--- src/rtl/fetch_basic_if.sv ---
// Fetch unit channels: instruction-memory request/response, fetch-to-decode val/rdy, execute redirect.
// master = fetch unit side, slave = memory/decode/execute environment side.
interface fetch_basic_if #(
  parameter int p_addr_bits = 32,
  parameter int p_inst_bits = 32
);
  logic                   mem_req_val;
  logic                   mem_req_rdy;
  logic [p_addr_bits-1:0] mem_req_addr;
  logic                   mem_resp_val;
  logic                   mem_resp_rdy;
  logic [p_inst_bits-1:0] mem_resp_data;
  logic                   D_val;
  logic                   D_rdy;
  logic [p_inst_bits-1:0] D_inst;
  logic [p_addr_bits-1:0] D_pc;
  logic                   squash;
  logic [p_addr_bits-1:0] branch_target;

  modport master (
    output mem_req_val, mem_req_addr, mem_resp_rdy, D_val, D_inst, D_pc,
    input  mem_req_rdy, mem_resp_val, mem_resp_data, D_rdy, squash, branch_target
  );

  modport slave (
    input  mem_req_val, mem_req_addr, mem_resp_rdy, D_val, D_inst, D_pc,
    output mem_req_rdy, mem_resp_val, mem_resp_data, D_rdy, squash, branch_target
  );
endinterface

--- src/rtl/fetch_basic.sv ---
// In-order single-issue fetch: sequential PC requests, p_depth-entry buffer to decode, squash redirect.
// Latency: response in cycle N is visible to decode in N+1; requests stall while buffered+in-flight reaches p_depth.
// FETCH_BASIC_PERF_EN adds perf_fetched/perf_dropped counters.
module fetch_basic #(
  parameter int                     p_addr_bits = 32,
  parameter int                     p_inst_bits = 32,
  parameter int                     p_depth     = 2,
  parameter logic [p_addr_bits-1:0] p_rst_addr  = 'h200
) (
  input  logic         clk,
  input  logic         rst,
  fetch_basic_if.master bus
`ifdef FETCH_BASIC_PERF_EN
  ,
  output logic [31:0]  perf_fetched,
  output logic [31:0]  perf_dropped
`endif
);

  localparam int ptr_w = $clog2(p_depth);
  localparam int cnt_w = $clog2(p_depth + 1);
  localparam logic [cnt_w:0] depth_c = (cnt_w + 1)'(p_depth);

  logic [p_addr_bits-1:0] pc_reg;
  logic [p_addr_bits-1:0] ent_pc   [p_depth];
  logic [p_inst_bits-1:0] ent_inst [p_depth];
  logic [p_depth-1:0]     ent_filled;
  logic [ptr_w-1:0]       head;
  logic [ptr_w-1:0]       tail;
  logic [ptr_w-1:0]       fill;
  logic [cnt_w-1:0]       occ;
  logic [cnt_w-1:0]       drop_cnt;
  logic [cnt_w-1:0]       filled_cnt;
  logic [cnt_w-1:0]       unfilled;
  logic                   has_room;
  logic                   req_xfer;
  logic                   resp_xfer;
  logic                   resp_keep;
  logic                   deq;

  always_comb begin
    filled_cnt = '0;
    for (int i = 0; i < p_depth; i++) begin
      filled_cnt = filled_cnt + cnt_w'(ent_filled[i]);
    end
  end

  // Allocated entries still waiting on memory; these become drops on squash.
  assign unfilled  = occ - filled_cnt;
  assign has_room  = ({1'b0, occ} + {1'b0, drop_cnt}) < depth_c;

  assign bus.mem_req_val  = !rst && !bus.squash && has_room;
  assign bus.mem_req_addr = pc_reg;
  assign bus.mem_resp_rdy = !rst;
  assign bus.D_val        = !rst && !bus.squash && ent_filled[head];
  assign bus.D_inst       = ent_inst[head];
  assign bus.D_pc         = ent_pc[head];

  assign req_xfer  = bus.mem_req_val && bus.mem_req_rdy;
  assign resp_xfer = bus.mem_resp_val && bus.mem_resp_rdy;
  assign resp_keep = resp_xfer && (drop_cnt == '0);
  assign deq       = bus.D_val && bus.D_rdy;

  always_ff @(posedge clk) begin
    if (rst) begin
      pc_reg     <= p_rst_addr;
      ent_filled <= '0;
      head       <= '0;
      tail       <= '0;
      fill       <= '0;
      occ        <= '0;
      drop_cnt   <= '0;
    end else if (bus.squash) begin
      // Every unfilled entry still has a response coming; one may be arriving right now.
      pc_reg     <= bus.branch_target;
      ent_filled <= '0;
      head       <= '0;
      tail       <= '0;
      fill       <= '0;
      occ        <= '0;
      drop_cnt   <= drop_cnt + unfilled - cnt_w'(resp_xfer);
    end else begin
      if (deq) begin
        ent_filled[head] <= 1'b0;
        head             <= head + ptr_w'(1);
      end
      if (resp_xfer) begin
        if (drop_cnt != '0) begin
          drop_cnt <= drop_cnt - cnt_w'(1);
        end else begin
          ent_filled[fill] <= 1'b1;
          fill             <= fill + ptr_w'(1);
        end
      end
      if (req_xfer) begin
        ent_filled[tail] <= 1'b0;
        tail             <= tail + ptr_w'(1);
        pc_reg           <= pc_reg + p_addr_bits'(4);
      end
      occ <= occ + cnt_w'(req_xfer) - cnt_w'(deq);
    end
  end

  // Payload storage needs no reset: the filled bits qualify it.
  always_ff @(posedge clk) begin
    if (req_xfer) begin
      ent_pc[tail] <= pc_reg;
    end
    if (!rst && !bus.squash && resp_keep) begin
      ent_inst[fill] <= bus.mem_resp_data;
    end
  end

`ifdef FETCH_BASIC_PERF_EN
  always_ff @(posedge clk) begin
    if (rst) begin
      perf_fetched <= '0;
      perf_dropped <= '0;
    end else if (bus.squash) begin
      perf_dropped <= perf_dropped + 32'(filled_cnt) + 32'(resp_xfer);
    end else begin
      if (deq) begin
        perf_fetched <= perf_fetched + 32'd1;
      end
      if (resp_xfer && (drop_cnt != '0)) begin
        perf_dropped <= perf_dropped + 32'd1;
      end
    end
  end
`endif

  a_outstanding_bound: assert property (@(posedge clk) disable iff (rst)
    ({1'b0, occ} + {1'b0, drop_cnt}) <= depth_c);

  a_resp_expected: assert property (@(posedge clk) disable iff (rst)
    resp_xfer |-> (drop_cnt != '0) || (unfilled != '0));

endmodule
--- src/flat_wrapper.sv ---
// flat-port wrapper written by rule: the top's interface ports become plain ports
module fetch_basic_flat 
#(
  parameter int                     p_addr_bits = 32,
  parameter int                     p_inst_bits = 32,
  parameter int                     p_depth     = 2,
  parameter logic [p_addr_bits-1:0] p_rst_addr  = 'h200
)
  (clk, rst, bus_mem_req_val, bus_mem_req_addr, bus_mem_resp_rdy, bus_D_val, bus_D_inst, bus_D_pc, bus_mem_req_rdy, bus_mem_resp_val, bus_mem_resp_data, bus_D_rdy, bus_squash, bus_branch_target);
  fetch_basic_if #(.p_addr_bits(p_addr_bits), .p_inst_bits(p_inst_bits)) bus_i ();
  input  logic clk;
  input  logic rst;
  output wire logic [$bits(bus_i.mem_req_val)-1:0] bus_mem_req_val;
  output wire logic [$bits(bus_i.mem_req_addr)-1:0] bus_mem_req_addr;
  output wire logic [$bits(bus_i.mem_resp_rdy)-1:0] bus_mem_resp_rdy;
  output wire logic [$bits(bus_i.D_val)-1:0] bus_D_val;
  output wire logic [$bits(bus_i.D_inst)-1:0] bus_D_inst;
  output wire logic [$bits(bus_i.D_pc)-1:0] bus_D_pc;
  input wire logic [$bits(bus_i.mem_req_rdy)-1:0] bus_mem_req_rdy;
  input wire logic [$bits(bus_i.mem_resp_val)-1:0] bus_mem_resp_val;
  input wire logic [$bits(bus_i.mem_resp_data)-1:0] bus_mem_resp_data;
  input wire logic [$bits(bus_i.D_rdy)-1:0] bus_D_rdy;
  input wire logic [$bits(bus_i.squash)-1:0] bus_squash;
  input wire logic [$bits(bus_i.branch_target)-1:0] bus_branch_target;
  assign bus_mem_req_val = bus_i.mem_req_val;
  assign bus_mem_req_addr = bus_i.mem_req_addr;
  assign bus_mem_resp_rdy = bus_i.mem_resp_rdy;
  assign bus_D_val = bus_i.D_val;
  assign bus_D_inst = bus_i.D_inst;
  assign bus_D_pc = bus_i.D_pc;
  assign bus_i.mem_req_rdy = bus_mem_req_rdy;
  assign bus_i.mem_resp_val = bus_mem_resp_val;
  assign bus_i.mem_resp_data = bus_mem_resp_data;
  assign bus_i.D_rdy = bus_D_rdy;
  assign bus_i.squash = bus_squash;
  assign bus_i.branch_target = bus_branch_target;
  fetch_basic #(.p_addr_bits(p_addr_bits), .p_inst_bits(p_inst_bits), .p_depth(p_depth), .p_rst_addr(p_rst_addr)) u_core (.clk(clk), .rst(rst), .bus(bus_i));
endmodule
--- config.mk ---
export PLATFORM = sky130hd
export DESIGN_NAME = fetch_basic_flat
export DESIGN_NICKNAME = d
export VERILOG_FILES = /design/src/rtl/fetch_basic_if.sv /design/src/rtl/fetch_basic.sv /design/src/flat_wrapper.sv
export SDC_FILE = /design/constraint.sdc
export NUM_CORES = 1
export LEC_CHECK = 0
export CELL_PAD_IN_SITES_DETAIL_PLACEMENT = 1
export CELL_PAD_IN_SITES_GLOBAL_PLACEMENT = 1
export CORE_ASPECT_RATIO = 1.1
export CORE_MARGIN = 2
export CORE_UTILIZATION = 38
export CTS_BUF_LIST = sky130_fd_sc_hd__clkbuf_8
export DETAILED_ROUTE_END_ITERATION = 16
export PLACE_DENSITY = 0.82
export SLEW_MARGIN = 15
export SYNTH_ARGS = -nofsm -noshare
export SYNTH_HDL_FRONTEND = slang
export SYNTH_SLANG_ARGS = --single-unit
--- constraint.sdc ---
create_clock -name clk -period 4.4 [get_ports clk]
set_input_delay 1.1 -clock clk [delete_from_list [all_inputs] [get_ports clk]]
set_output_delay 1.1 -clock clk [all_outputs]
set_load 0.01 [all_outputs]
* After elaboration in Yosys (flattened, before gate mapping)
Memories as Yosys holds them, arrays and structs flattened. A register that Yosys moved wholly into a read port is not among the register bits.
Cells that the tools add are included.
** Word-level totals
- Register bits after elaboration :: 41
- Memory bits (writable) :: 128
- Bits of input ports :: 70
- Output and inout port bits :: 99
- Word-level logic and storage cells :: 84
- Memories :: 2
** Cells by class
- $add $sub $neg :: 12
- Order comparisons :: 7
- Muxes and demuxes :: 29
- Bitwise logic cells :: 6
- Reductions and logical operators :: 21
** Memories
- u_core.ent_inst :: words 2, width 32, rd ports 1, clocked after Yosys merged registers in 1, wr ports 1, RTL line fetch_basic.sv:26 : logic [p_inst_bits-1:0] ent_inst [p_depth];
- u_core.ent_pc :: words 2, width 32, rd ports 1, clocked after Yosys merged registers in 1, wr ports 1, RTL line fetch_basic.sv:25 : logic [p_addr_bits-1:0] ent_pc [p_depth];
** Operator list (count)
- $mux W32 :: 2
- $add A32 B3 Y32 const B :: 1
- $mux W2 :: 11
- $mux W1 :: 13
- $logic_and A1 B1 Y1 :: 11
- $reduce_bool A2 Y1 :: 4
- $lt A1 B2 Y1 const B :: 3
- $and A2 B2 Y2 :: 2
- $not A2 Y2 :: 2
- $reduce_and A2 Y1 :: 2
- $sub A2 B1 Y2 :: 2
- $add A1 B1 Y1 const B :: 3
- $add A2 B2 Y3 :: 1
- $demux W1 S1 :: 3
- $ge A1 B1 Y1 const B :: 3
- $lt A3 B2 Y1 const B :: 1
- $add A1 B1 Y2 :: 1
- $add A2 B1 Y2 :: 1
- $add A2 B2 Y2 :: 1
- $logic_not A1 Y1 :: 2
- $logic_not A2 Y1 :: 1
- $or A2 B2 Y2 :: 1
- $reduce_or A2 Y1 :: 1
- $sub A2 B1 Y2 const B :: 1
- other kinds (2) :: 2

* Longest topological paths before layout
Gate-level depths: netlist of the first run.
- Depth after elaboration :: 16
- Gate-level depth with buffers :: 9
- Mapped depth without buffers :: 9

* Worst setup path before layout of the first run
Ideal clock, no wire load.
- Path type :: input to register
- Start :: in bus_squash
- End :: mem u_core.ent_inst[1][0] (enable)
- Setup time :: 0.468 ns
- Arrival time :: 3.937 ns
- Data required time :: 3.932 ns
- Setup slack :: -0.005 ns
- Cell stages on the path :: 3
- Buffers on the path :: 2
- Cells stage by stage :: clkbuf_1 > buf_1 > nor3b_1
** Between the ends
- Word-level cells in the longest chain between the ends :: 5
** RTL lines
- from (decl) :: RTL line flat_wrapper.sv:23 : input wire logic [$bits(bus_i.squash)-1:0] bus_squash;
- $logic_not A1 Y1 :: RTL line fetch_basic.sv:109 : if (!rst && !bus.squash && resp_keep) begin
- $logic_and A1 B1 Y1 (2 in a row) :: RTL line fetch_basic.sv:109
- $mux W1 :: RTL line fetch_basic.sv:109
- $mux W1 (not written as such) :: RTL line fetch_basic.sv:110 : ent_inst[fill] <= bus.mem_resp_data;
- to (decl) :: RTL line fetch_basic.sv:26
No other way between the ends.

* Worst setup path in the final report of the first run
- Start :: in rst
- End :: out bus_mem_req_val
** Between the ends
- Word-level cells in the longest chain between the ends :: 3
** RTL lines
- from (decl) :: RTL line flat_wrapper.sv:12 : input logic rst;
- $logic_not A1 Y1 :: RTL line fetch_basic.sv:52 : assign bus.mem_req_val = !rst && !bus.squash && has_room;
- $logic_and A1 B1 Y1 (2 in a row) :: RTL line fetch_basic.sv:52
- to (decl) :: RTL line flat_wrapper.sv:13 : output wire logic [$bits(bus_i.mem_req_val)-1:0] bus_mem_req_val;
No other way between the ends.

==> reports/results.ini, run 1 <==
[status]
run_status = finished clean

[detailed_routing]
route.vias.total = 5088
ant_nets = 0
detail_route.vias_per_cell = 5.41
drt_pre_antenna_iters = 4
routed_wire_length_per_instance_um = 20.5
drtIter0Drc = 207
drc_errors = 0
wl_mm = 19.3

[clocking]
ctsRootBufferMaster = sky130_fd_sc_hd__clkbuf_8
clock_tree.htree_level_count = 4
clock_sink_count = 170
post-cts-setup-buffers = 0
tritoncts.num_buffers = 17
max_clock_buf_depth = 2
ctsResizeCount = 0
number_of_hold_buffers_added_after_cts = 0
cts_tree = built
clkSlewWorstSetupHoldPaths_ns = 0.08
clock_insertion_delay_worst_skew_ns = 0.47

[synth]
synthesis.nets = 591
synth_adder_area_share_pct = 1.88
synthArstFlopShare_pct = 0
seq_area_frac_synth_pct = 65.3
yosys_warnings = 0
synth-compound-area-share_pct = 6.63
synth_top_cell_by_area = sky130_fd_sc_hd__edfxtp_1
synth_cell_types = 56
netlist_instances = 512
synth_top_cells_by_area = sky130_fd_sc_hd__edfxtp_1 54%, sky130_fd_sc_hd__dfxtp_1 12%, sky130_fd_sc_hd__mux2_2 10%, sky130_fd_sc_hd__nor2_1 1.6%, sky130_fd_sc_hd__nand2_1 1.4%
synthesis.area_um2 = 7170
post_synth_xor_area_fraction_pct = 1.95
post_synth_and_or_nand_nor_area_fraction_pct = 11.6
synth_ff_type = sky130_fd_sc_hd__edfxtp_1
synth-seq-cells = 170
syn-mean-instance-area_um2 = 14.0
synthMuxAreaShare_pct = 10.6
synth_top_family_by_area = simple AND/OR/NAND/NOR gates
synth_edf_count = 128
post-synth-top-area-fraction_pct = 53.6

[sta]
final_period_utilization_pct = 89.6
setup_viol = 0
final-max-slew-violation-count = 0
max_freq_mhz = 254
timing_worst_slew_pin_value_ns = 1.09
timing_hold_violations_final = 0
clock_skew_ns = 0.0151
finalSetupTns_ns = 0
final_period_minus_worst_setup_slack_ns = 3.94
slew_headroom_pct = 26.8
grt_setup_unrepaired = false

[worst_setup_path]
slowest_delay_ns = 0.56
critical-path-top-cell-by-count = sky130_fd_sc_hd__clkdlybuf4s50_1
worstSetupStartpointType = input port
critPathRequiredTime_ns = 3.30
worst-endpoint-arrival_ns = 2.84
worstPathCellList = clkdlybuf4s50_1 > or2_2 > nor3_1 > clkdlybuf4s50_1
cp_slowest_cell = sky130_fd_sc_hd__clkdlybuf4s50_1
critical_path.endpoint_type = output port
critical_path_class = input port to output port
cp_max_fo = 11

[power_and_ir_drop]
report.power.total_mw = 3.42
leakage_nw = 3.22
power_per_cell_area_nw_per_um2 = 356
ir_worst_vdd_uv = 195

[placement]
post-place-cells = 909
placement.io_buffers = 168
place_congestion = 0.860
detailed_placement_hpwl_mm = 13.6

[run]
cap_violations = 0

[finish]
final_cell_mix = 168 x sky130_fd_sc_hd__clkdlybuf4s50_1, 128 x sky130_fd_sc_hd__edfxtp_1, 64 x sky130_fd_sc_hd__mux2_2, 41 x sky130_fd_sc_hd__dfxtp_1, 29 x sky130_fd_sc_hd__nor2_1
layout-area-overhead-vs-synth_pct = 33.9
layout.cells.most_common = sky130_fd_sc_hd__clkdlybuf4s50_1
finalNonFillerCells = 941
antenna-diode-count = 0
final_layout_size_suffix_gt1_share_pct = 17.0
design.final.nets = 764

[global_route]
wire_length_of_the_first_global_routing_pass_mm = 30.5
first_global_vias = 5505
grt_use_total_pct = 19.9
grt_antenna_before_repair = 2
grt.overflow.total = 0
largest_net_degree_at_the_start_of_global_routing = 42

[floorplan]
fp.dieArea_um2 = 20000
site_rows = 52
top_level_ports = 169
die_x_um = 135
core_area_um2 = 18500
starting_density_pct = 38.8
die_h_um = 148

[min_path]
hold_path_class = flop to flop

-- worst paths after layout --
check | startpoint | cells past startpoint | end | slack, ns
setup / recovery | rst | 4 | bus_mem_req_val | 0.46
hold / removal | u_core.bus.mem_req_addr[0] | 0 | u_core.ent_pc[0][0] | 0.52
setup reg to reg | u_core.drop_cnt[0] | 7 | u_core.bus.mem_req_addr[23] | 1.26
hold reg to reg | u_core.bus.mem_req_addr[0] | 0 | u_core.ent_pc[0][0] | 0.52
-- layer usage --
metal	vias up	wire, µm	track usage, %
met1	2525	7890	24.0
li1	2332	-	-
met4	4	344	6.88
met5	-	23	0
met3	32	1400	5.66
met2	195	9650	34.0
-- stage by stage --
step | util (%) | cell area, µm² | setup slack (ns) | hold slack [ns]
after CTS | 52.0 | 9600 | 0.417 | 0.524
after global routing | 52.0 | 9600 | 0.368 | 0.537
final | 52.0 | 9600 | 0.457 | 0.523
after floorplan | - | 7180 | 0.152 | 0.498
after global placement | 49.6 | 9170 | 0.422 | 0.496
after detailed placement | 49.6 | 9170 | 0.413 | 0.501
-- flip-flops by register name (all words and copies together) (netlist names), named ones only --
name and cells:
u_core.tail 1, u_core.head 1, u_core.fill 1, u_core.occ 2, u_core.drop_cnt 2, u_core.ent_inst 64
u_core.ent_pc 64, u_core.bus.mem_req_addr 32, u_core.ent_filled 2
-- worst max-delay path, delay by kind of cell --
family / cells / cell delay (ns)
AND/OR/NAND/NOR: 2 / 0.64
buffers and inverters: 2 / 1.10
-- synthesized netlist by cell type, types with 2 or more instances --
cell	count
sky130_fd_sc_hd__or4_4	2
sky130_fd_sc_hd__xnor2_1	9
sky130_fd_sc_hd__o211ai_1	6
sky130_fd_sc_hd__nand3_1	15
sky130_fd_sc_hd__nand2_1	27
sky130_fd_sc_hd__dfxtp_1	42
sky130_fd_sc_hd__or4_1	10
sky130_fd_sc_hd__clkbuf_1	20
sky130_fd_sc_hd__ha_1	6
sky130_fd_sc_hd__o2111a_1	2
sky130_fd_sc_hd__inv_1	13
sky130_fd_sc_hd__a211oi_1	8
sky130_fd_sc_hd__o221ai_1	2
sky130_fd_sc_hd__nor3b_1	3
sky130_fd_sc_hd__or3_1	7
sky130_fd_sc_hd__nor2_1	30
sky130_fd_sc_hd__a2111oi_0	2
sky130_fd_sc_hd__nand4_1	12
sky130_fd_sc_hd__buf_1	2
sky130_fd_sc_hd__and3_1	8
sky130_fd_sc_hd__a21oi_1	8
sky130_fd_sc_hd__or2_2	4
sky130_fd_sc_hd__nor3_1	7
sky130_fd_sc_hd__edfxtp_1	128
sky130_fd_sc_hd__xor2_1	7
sky130_fd_sc_hd__o21ai_0	11
sky130_fd_sc_hd__a31oi_1	4
sky130_fd_sc_hd__mux2_2	64
sky130_fd_sc_hd__mux2i_1	4
sky130_fd_sc_hd__a221oi_1	2
sky130_fd_sc_hd__a311oi_1	6
sky130_fd_sc_hd__a2bb2oi_1	2
sky130_fd_sc_hd__nor2b_1	2
sky130_fd_sc_hd__o31ai_1	3
sky130_fd_sc_hd__and4_1	7
sky130_fd_sc_hd__and2_1	3
sky130_fd_sc_hd__a22oi_1	3
sky130_fd_sc_hd__fa_1	3
-- cell type report --
cell class / count / area (µm²)
clock buffer: 18 / 248
multi-input combinational: 305 / 2370
fill: 1860 / 8880
timing repair buffer: 177 / 1760
tap: 243 / 304
inverter: 14 / 52.6
sequential: 170 / 4690
clock inverter: 14 / 184
-- cell families after synthesis --
logic type,Yosys count
compound gates,66
xor+xnor,16
fa+ha+maj,9
buf+inv,37
flops,170
mux,68
simple gates,146
-- power by group --
| group | switching (mW) | internal (mW) | total (mW) |
|---|---|---|---|
| clock | 0.616 | 0.592 | 1.21 |
| combinational | 0.170 | 0.201 | 0.371 |
| sequential | 0.0570 | 1.78 | 1.84 |
| total | 0.843 | 2.57 | 3.42 |
Note: power is estimated with default switching activity, not from simulation.
==> run 2, diff against run 1 <==
- CORE_ASPECT_RATIO: 1.1 -> unset
==> run 2 against run 1 <==
  * Setup slack worse by 0.069 ns
  * Count of clock-buffer cells in the layout is 1 lower
  * Clock skew is essentially flat
  * First-iteration DRC count increased by 8.7%
  * Global-route usage fell by 0.52 points
  * Design area fell by 0.57%
  * Critical endpoint unchanged
==> reports/results.ini, run 2 (synthesized netlist as in run 1, its figures left out) <==
[clocking]
clock_tree.htree_level_count = 4  ; unchanged
ctsResizeCount = 0  ; unchanged
clock_insertion_delay_worst_skew_ns = 0.46  ; about the same
ctsRootBufferMaster = sky130_fd_sc_hd__clkbuf_8
max_clock_buf_depth = 2  ; unchanged
number_of_hold_buffers_added_after_cts = 0  ; unchanged
cts_tree = built
clock_sink_count = 170  ; unchanged
clkSlewWorstSetupHoldPaths_ns = 0.09  ; about the same
tritoncts.num_buffers = 17  ; unchanged
post-cts-setup-buffers = 0  ; unchanged

[detailed_routing]
detail_route.vias_per_cell = 5.39  ; -0.24%
drtIter0Drc = 225  ; +8.7%
route.vias.total = 5038  ; -0.98%
drt_pre_antenna_iters = 4  ; unchanged
routed_wire_length_per_instance_um = 20.6  ; +0.25%
drc_errors = 0  ; unchanged
ant_nets = 0  ; unchanged
wl_mm = 19.2  ; -0.49%

[global_route]
wire_length_of_the_first_global_routing_pass_mm = 29.8  ; -2.5%
grt.overflow.total = 0  ; unchanged
first_global_vias = 5443  ; -1.1%
largest_net_degree_at_the_start_of_global_routing = 38  ; -9.5%
grt_util_met3_pct = 5.74  ; +0.080 points
grt.busiest_layer = met2
grt_use_total_pct = 19.3  ; -0.52 points
routing_usage_on_met2_pct = 32.5  ; -1.5 points
grt_util_met1_pct = 24.2  ; +0.22 points
grt_antenna_before_repair = 0  ; -2

[sta]
finalSetupTns_ns = 0  ; unchanged
timing_hold_violations_final = 0  ; unchanged
final_period_utilization_pct = 91.2  ; +1.6 points
slew_headroom_pct = 22.5  ; -4.2 points
max_freq_mhz = 249  ; -1.7%
final_period_minus_worst_setup_slack_ns = 4.01  ; +0.0689 ns
setup_viol = 0  ; unchanged
worst_hold_slack_ns = 0.502  ; -0.0211 ns
timing_worst_slew_pin_value_ns = 1.15  ; +0.0626 ns
grt_setup_unrepaired = false
final-max-slew-violation-count = 0  ; unchanged
clock_skew_ns = 0.0151  ; -0.00000200 ns

[floorplan]
top_level_ports = 169  ; unchanged
core_area_um2 = 18600  ; +0.89%
die_x_um = 141  ; +4.7%
starting_density_pct = 38.5  ; -0.34 points
fp.dieArea_um2 = 20000  ; about the same
site_rows = 50  ; -3.8%
die_h_um = 141  ; -4.5%

[worst_setup_path]
worst_path_dominant_cell_family = buffers and inverters
cp_max_fo = 11  ; unchanged
worstPathCellList = clkdlybuf4s50_1 > or2_2 > nor3_1 > clkdlybuf4s50_1
slowest_delay_ns = 0.58  ; +0.02 ns
critPathRequiredTime_ns = 3.30  ; about the same
critical-path-top-cell-by-count = sky130_fd_sc_hd__clkdlybuf4s50_1
worstSetupStartpointType = input port
worst-endpoint-arrival_ns = 2.91  ; +0.07 ns
critical_path.endpoint_type = output port
worstPathBufferInverterCount = 2  ; unchanged
cp_slowest_cell = sky130_fd_sc_hd__clkdlybuf4s50_1
critical_path_class = input port to output port

[run]
cap_violations = 0  ; unchanged

[power_and_ir_drop]
comb_power_share_pct = 11.6  ; +0.7 points
switching_power_uw = 807  ; -4.3%
ir_worst_vdd_uv = 180  ; -7.5%
clkPwrFrac_pct = 31.6  ; -3.7 points
leakage_nw = 3.19  ; -0.92%
power_per_cell_area_nw_per_um2 = 339  ; -4.7%
pwr-share-seq_pct = 56.8  ; +3.0 points
internal_power_mw = 2.43  ; -5.6%
report.power.total_mw = 3.24  ; -5.3%
sw_frac_of_total_pct = 24.9  ; +0.25 points

[finish]
final_cell_mix = 168 x sky130_fd_sc_hd__clkdlybuf4s50_1, 128 x sky130_fd_sc_hd__edfxtp_1, 64 x sky130_fd_sc_hd__mux2_2, 41 x sky130_fd_sc_hd__dfxtp_1, 29 x sky130_fd_sc_hd__nor2_1
final_layout_size_suffix_gt1_share_pct = 16.9  ; -0.17 points
layout-area-overhead-vs-synth_pct = 33.1
finalCoreUtilization_pct = 51.2  ; -0.76 points
design.final.nets = 766  ; +0.26%
final_cell_area_excluding_filler_cells_um2 = 9550  ; -0.57%
filler_cell_count = 1868  ; +0.43%
register_area_um2 = 4690  ; unchanged
multiInputGateArea_um2 = 2370  ; unchanged
layout.cells.most_common = sky130_fd_sc_hd__clkdlybuf4s50_1

[placement]
place_congestion = 0.839  ; -2.5%
dpl_cell_area_um2 = 9190  ; +0.18%
detailed_placement_hpwl_mm = 13.5  ; -0.59%
placement.io_buffers = 168  ; unchanged

[status]
run_status = finished clean

[min_path]
hold_path_class = flop to flop

-- run 2: cell count changes in the layout (fill, tap and decap cells not counted), sizes merged --
cell      before  now
inv           20   17
bufinv         3    1
clkinv         4    6
diode          0    1
clkbuf        18   17
clkinvlp       1    4
buf            9   11
-- run 2: layout make-up --
cell class | count | area share [%]
clock inverters | 14 | 1.30
inverters | 14 | 0.550
multi-input cells | 305 | 24.8
well taps | 234 | 3.07
clock buffers | 17 | 2.45
diodes | 1 | 0.0262
repair buffers | 179 | 18.7
flip-flops and latches | 170 | 49.1
-- run 2: stage by stage --
step / instances / setup slack, ns
final: 934 / 0.388
after global routing: 933 / 0.329
after CTS: 933 / 0.375
after detailed placement: 902 / 0.376
after global placement: 902 / 0.395
after floorplan: 512 / 0.152
-- run 2: final timing paths --
path	cells past startpoint	endpoint	slack, ns	start
worst max-delay path	4	bus_mem_req_val	0.39	rst
worst min-delay path	0	u_core.ent_pc[0][1]	0.50	u_core.bus.mem_req_addr[1]
worst max register to register	7	u_core.bus.mem_req_addr[21]	1.30	u_core.drop_cnt[0]
worst min register to register	0	u_core.ent_pc[0][1]	0.50	u_core.bus.mem_req_addr[1]
-- run 2: layer usage --
metal	vias up	part of all wire, %	routed length [µm]
li1	2324	-	-
met4	0	1.7	323
met3	26	7.5	1440
met2	187	48	9280
met5	-	0	0
met1	2501	43	8170
-- run 2: power by group through the flow --
stage / Clock (mW) / Sequential [mW] / Combinational [mW]
after detailed placement: 0 / 1.88 / 0.376
after CTS: 1.06 / 1.84 / 0.380
final: 1.02 / 1.84 / 0.376
after global placement: 0 / 1.87 / 0.360
after floorplan: 0 / 1.86 / 0.159
after global routing: 1.11 / 1.85 / 0.407
==> run 3, diff against run 2 <==
- GPL_TIMING_DRIVEN: unset -> 0
==> run 3 against run 2 <==
  * Sequential power about the same
  * Utilization rose by 0.72 points
  * Register-to-register slack got worse by 0.08 ns
  * Global-route usage grew 1.8 points
  * Clock power up 11%
  * Total power is 3.7% higher
  * First-iteration DRC count up 92%
  * Combinational power grew 3%
  * Critical endpoint unchanged
  * Highest routed layer unchanged
==> reports/results.ini, run 3 (synthesized netlist as in run 1, its figures left out) <==
[status]
run_status = finished clean

[worst_setup_path]
worstPathCellList = clkdlybuf4s50_1 > or2_2 > clkbuf_1 > nor3_1 > clkdlybuf4s50_1
cp_slowest_cell = sky130_fd_sc_hd__clkdlybuf4s50_1
worstPathBufferInverterCount = 3  ; +1
slowest_delay_ns = 0.68  ; +0.10 ns
cp_max_fo = 10  ; -1
worstSetupStartpointType = input port
critical_path.endpoint_type = output port
critPathRequiredTime_ns = 3.30  ; about the same
critical_path_class = input port to output port
critical-path-top-cell-by-count = sky130_fd_sc_hd__clkdlybuf4s50_1
worst_path_dominant_cell_family = buffers and inverters
worst-r2r-setup-slack_ns = 1.22  ; -0.08 ns
worst-endpoint-arrival_ns = 3.24  ; +0.33 ns

[sta]
final_period_utilization_pct = 98.7  ; +7.5 points
max_freq_mhz = 230  ; -7.6%
setup_viol = 0  ; unchanged
final_period_minus_worst_setup_slack_ns = 4.34  ; +0.331 ns
timing_hold_violations_final = 0  ; unchanged
slew_headroom_pct = 49.1  ; +27 points
grt_setup_unrepaired = false
clock_skew_ns = 0.0169  ; +0.00179 ns
final-max-slew-violation-count = 0  ; unchanged
setup_ws_ns = 0.0566  ; -0.331 ns
timing_worst_slew_pin_value_ns = 0.764  ; -0.387 ns

[detailed_routing]
wl_mm = 20.9  ; +8.8%
detail_route.vias_per_cell = 5.52  ; +2.2%
ant_nets = 0  ; unchanged
routed_wire_length_per_instance_um = 21.9  ; +6.7%
drt_pre_antenna_iters = 4  ; unchanged
drtIter0Drc = 433  ; +92%
route.vias.total = 5256  ; +4.3%
drc_errors = 0  ; unchanged

[finish]
layout-area-overhead-vs-synth_pct = 35.0
design.final.nets = 785  ; +2.5%
layout.cells.most_common = sky130_fd_sc_hd__clkdlybuf4s50_1
final_cell_mix = 168 x sky130_fd_sc_hd__clkdlybuf4s50_1, 128 x sky130_fd_sc_hd__edfxtp_1, 64 x sky130_fd_sc_hd__mux2_2, 42 x sky130_fd_sc_hd__dfxtp_1, 29 x sky130_fd_sc_hd__nor2_1
antenna-diode-count = 0  ; -1
final_layout_size_suffix_gt1_share_pct = 16.3  ; -0.61 points

[placement]
place_congestion = 0.838  ; about the same
detailed_placement_hpwl_mm = 15.0  ; +11%
pre_cts_ws_ns = -0.0677  ; -0.443 ns
placement.io_buffers = 168  ; unchanged

[floorplan]
die_x_um = 141  ; unchanged
top_level_ports = 169  ; unchanged
fp.dieArea_um2 = 20000  ; unchanged
starting_density_pct = 38.5  ; unchanged
die_h_um = 141  ; unchanged
core_area_um2 = 18600  ; unchanged
site_rows = 50  ; unchanged

[run]
cap_violations = 0  ; unchanged

[power_and_ir_drop]
switching_power_uw = 855  ; +5.9%
comb_power_share_pct = 11.5  ; about the same
clkPwrFrac_pct = 33.8  ; +2.2 points
pwr-share-seq_pct = 54.7  ; -2.1 points
power_per_cell_area_nw_per_um2 = 347  ; +2.3%
report.power.total_mw = 3.36  ; +3.7%
ir_worst_vdd_uv = 180  ; +0.23%
leakage_nw = 3.24  ; +1.5%
internal_power_mw = 2.50  ; +3.0%
sw_frac_of_total_pct = 25.5  ; +0.53 points

[global_route]
grt.overflow.total = 0  ; unchanged
first_global_vias = 5722  ; +5.1%
grt_antenna_before_repair = 0  ; unchanged
grt_use_total_pct = 21.1  ; +1.8 points
wire_length_of_the_first_global_routing_pass_mm = 32.3  ; +8.6%
largest_net_degree_at_the_start_of_global_routing = 28  ; -26%

[clocking]
ctsRootBufferMaster = sky130_fd_sc_hd__clkbuf_8
clock_insertion_delay_worst_skew_ns = 0.46  ; about the same
clkSlewWorstSetupHoldPaths_ns = 0.09  ; about the same
tritoncts.num_buffers = 17  ; unchanged
cts_tree = built
clock_tree.htree_level_count = 4  ; unchanged
max_clock_buf_depth = 2  ; unchanged
clock_sink_count = 170  ; unchanged

[min_path]
hold_path_class = flop to flop

## run 3: cell type report
type / count / area (µm²)
multi-input cells: 305 / 2370
clock buffers: 17 / 234
plain buffers: 23 / 95.1
flip-flops and latches: 170 / 4680
clock inverters: 15 / 163
well taps: 234 / 293
fillers: 1866 / 8960
inverters: 14 / 53.8
repair buffers: 175 / 1790
## run 3: worst register-to-register path: stages (launching register included)
cell	delay (ns)
sky130_fd_sc_hd__dfxtp_1	0.35
sky130_fd_sc_hd__inv_1	0.08
sky130_fd_sc_hd__nor2_1	0.15
sky130_fd_sc_hd__fa_1	0.50
sky130_fd_sc_hd__nor3b_2	0.63
sky130_fd_sc_hd__nand2_1	0.41
sky130_fd_sc_hd__nor2_4	0.51
sky130_fd_sc_hd__buf_16	0.25
## run 3: path summary, 6_finish.rpt
| check | start | cells past startpoint | to |
|---|---|---|---|
| setup reg to reg | u_core.drop_cnt[0] | 7 | u_core.ent_pc[0][29] |
| setup / recovery | bus_squash | 5 | bus_mem_req_val |
| hold reg to reg | u_core.bus.mem_req_addr[0] | 0 | u_core.ent_pc[1][0] |
| hold / removal | u_core.bus.mem_req_addr[0] | 0 | u_core.ent_pc[1][0] |
## run 3: through the flow
stage | instances | TNS [ns] | hold WS [ns] | util, % | instance area, µm²
CTS | 953 | 0 | 0.500 | 51.9 | 9670
global placement | 914 | -113.34 | 0.463 | 49.1 | 9150
floorplan | 512 | 0 | 0.498 | - | 7180
detailed placement | 921 | -0.0677 | 0.478 | 49.8 | 9280
finish | 953 | 0 | 0.497 | 51.9 | 9680
global route | 953 | 0 | 0.517 | 51.9 | 9680
## run 3: what timing repair did
item / CTS / global route
endpoints found under the setup margin: 1 / 1
hold buffers: 0 / 0
hold endpoints to repair: 0 / 0
resized for setup: 1 / 2
pin swaps: 0 / 0
buffers inserted: 0 / 0
## run 3: power by group through the flow
stage	clock network [mW]	registers [mW]	logic, mW
finish	1.13	1.84	0.386
global route	1.22	1.85	0.417
CTS	1.16	1.84	0.389
detailed placement	0	1.87	0.385
global placement	0	1.87	0.359
floorplan	0	1.86	0.159
## run 3: metal layers
metal	global-route usage, %	up-vias	wire length [µm]	part of all wire [%]
li1	-	2365	-	-
met5	0	-	0	0
met4	7.11	0	340	1.6
met2	36.4	220	10300	49
met1	24.7	2642	8500	41
met3	7.22	29	1790	8.6
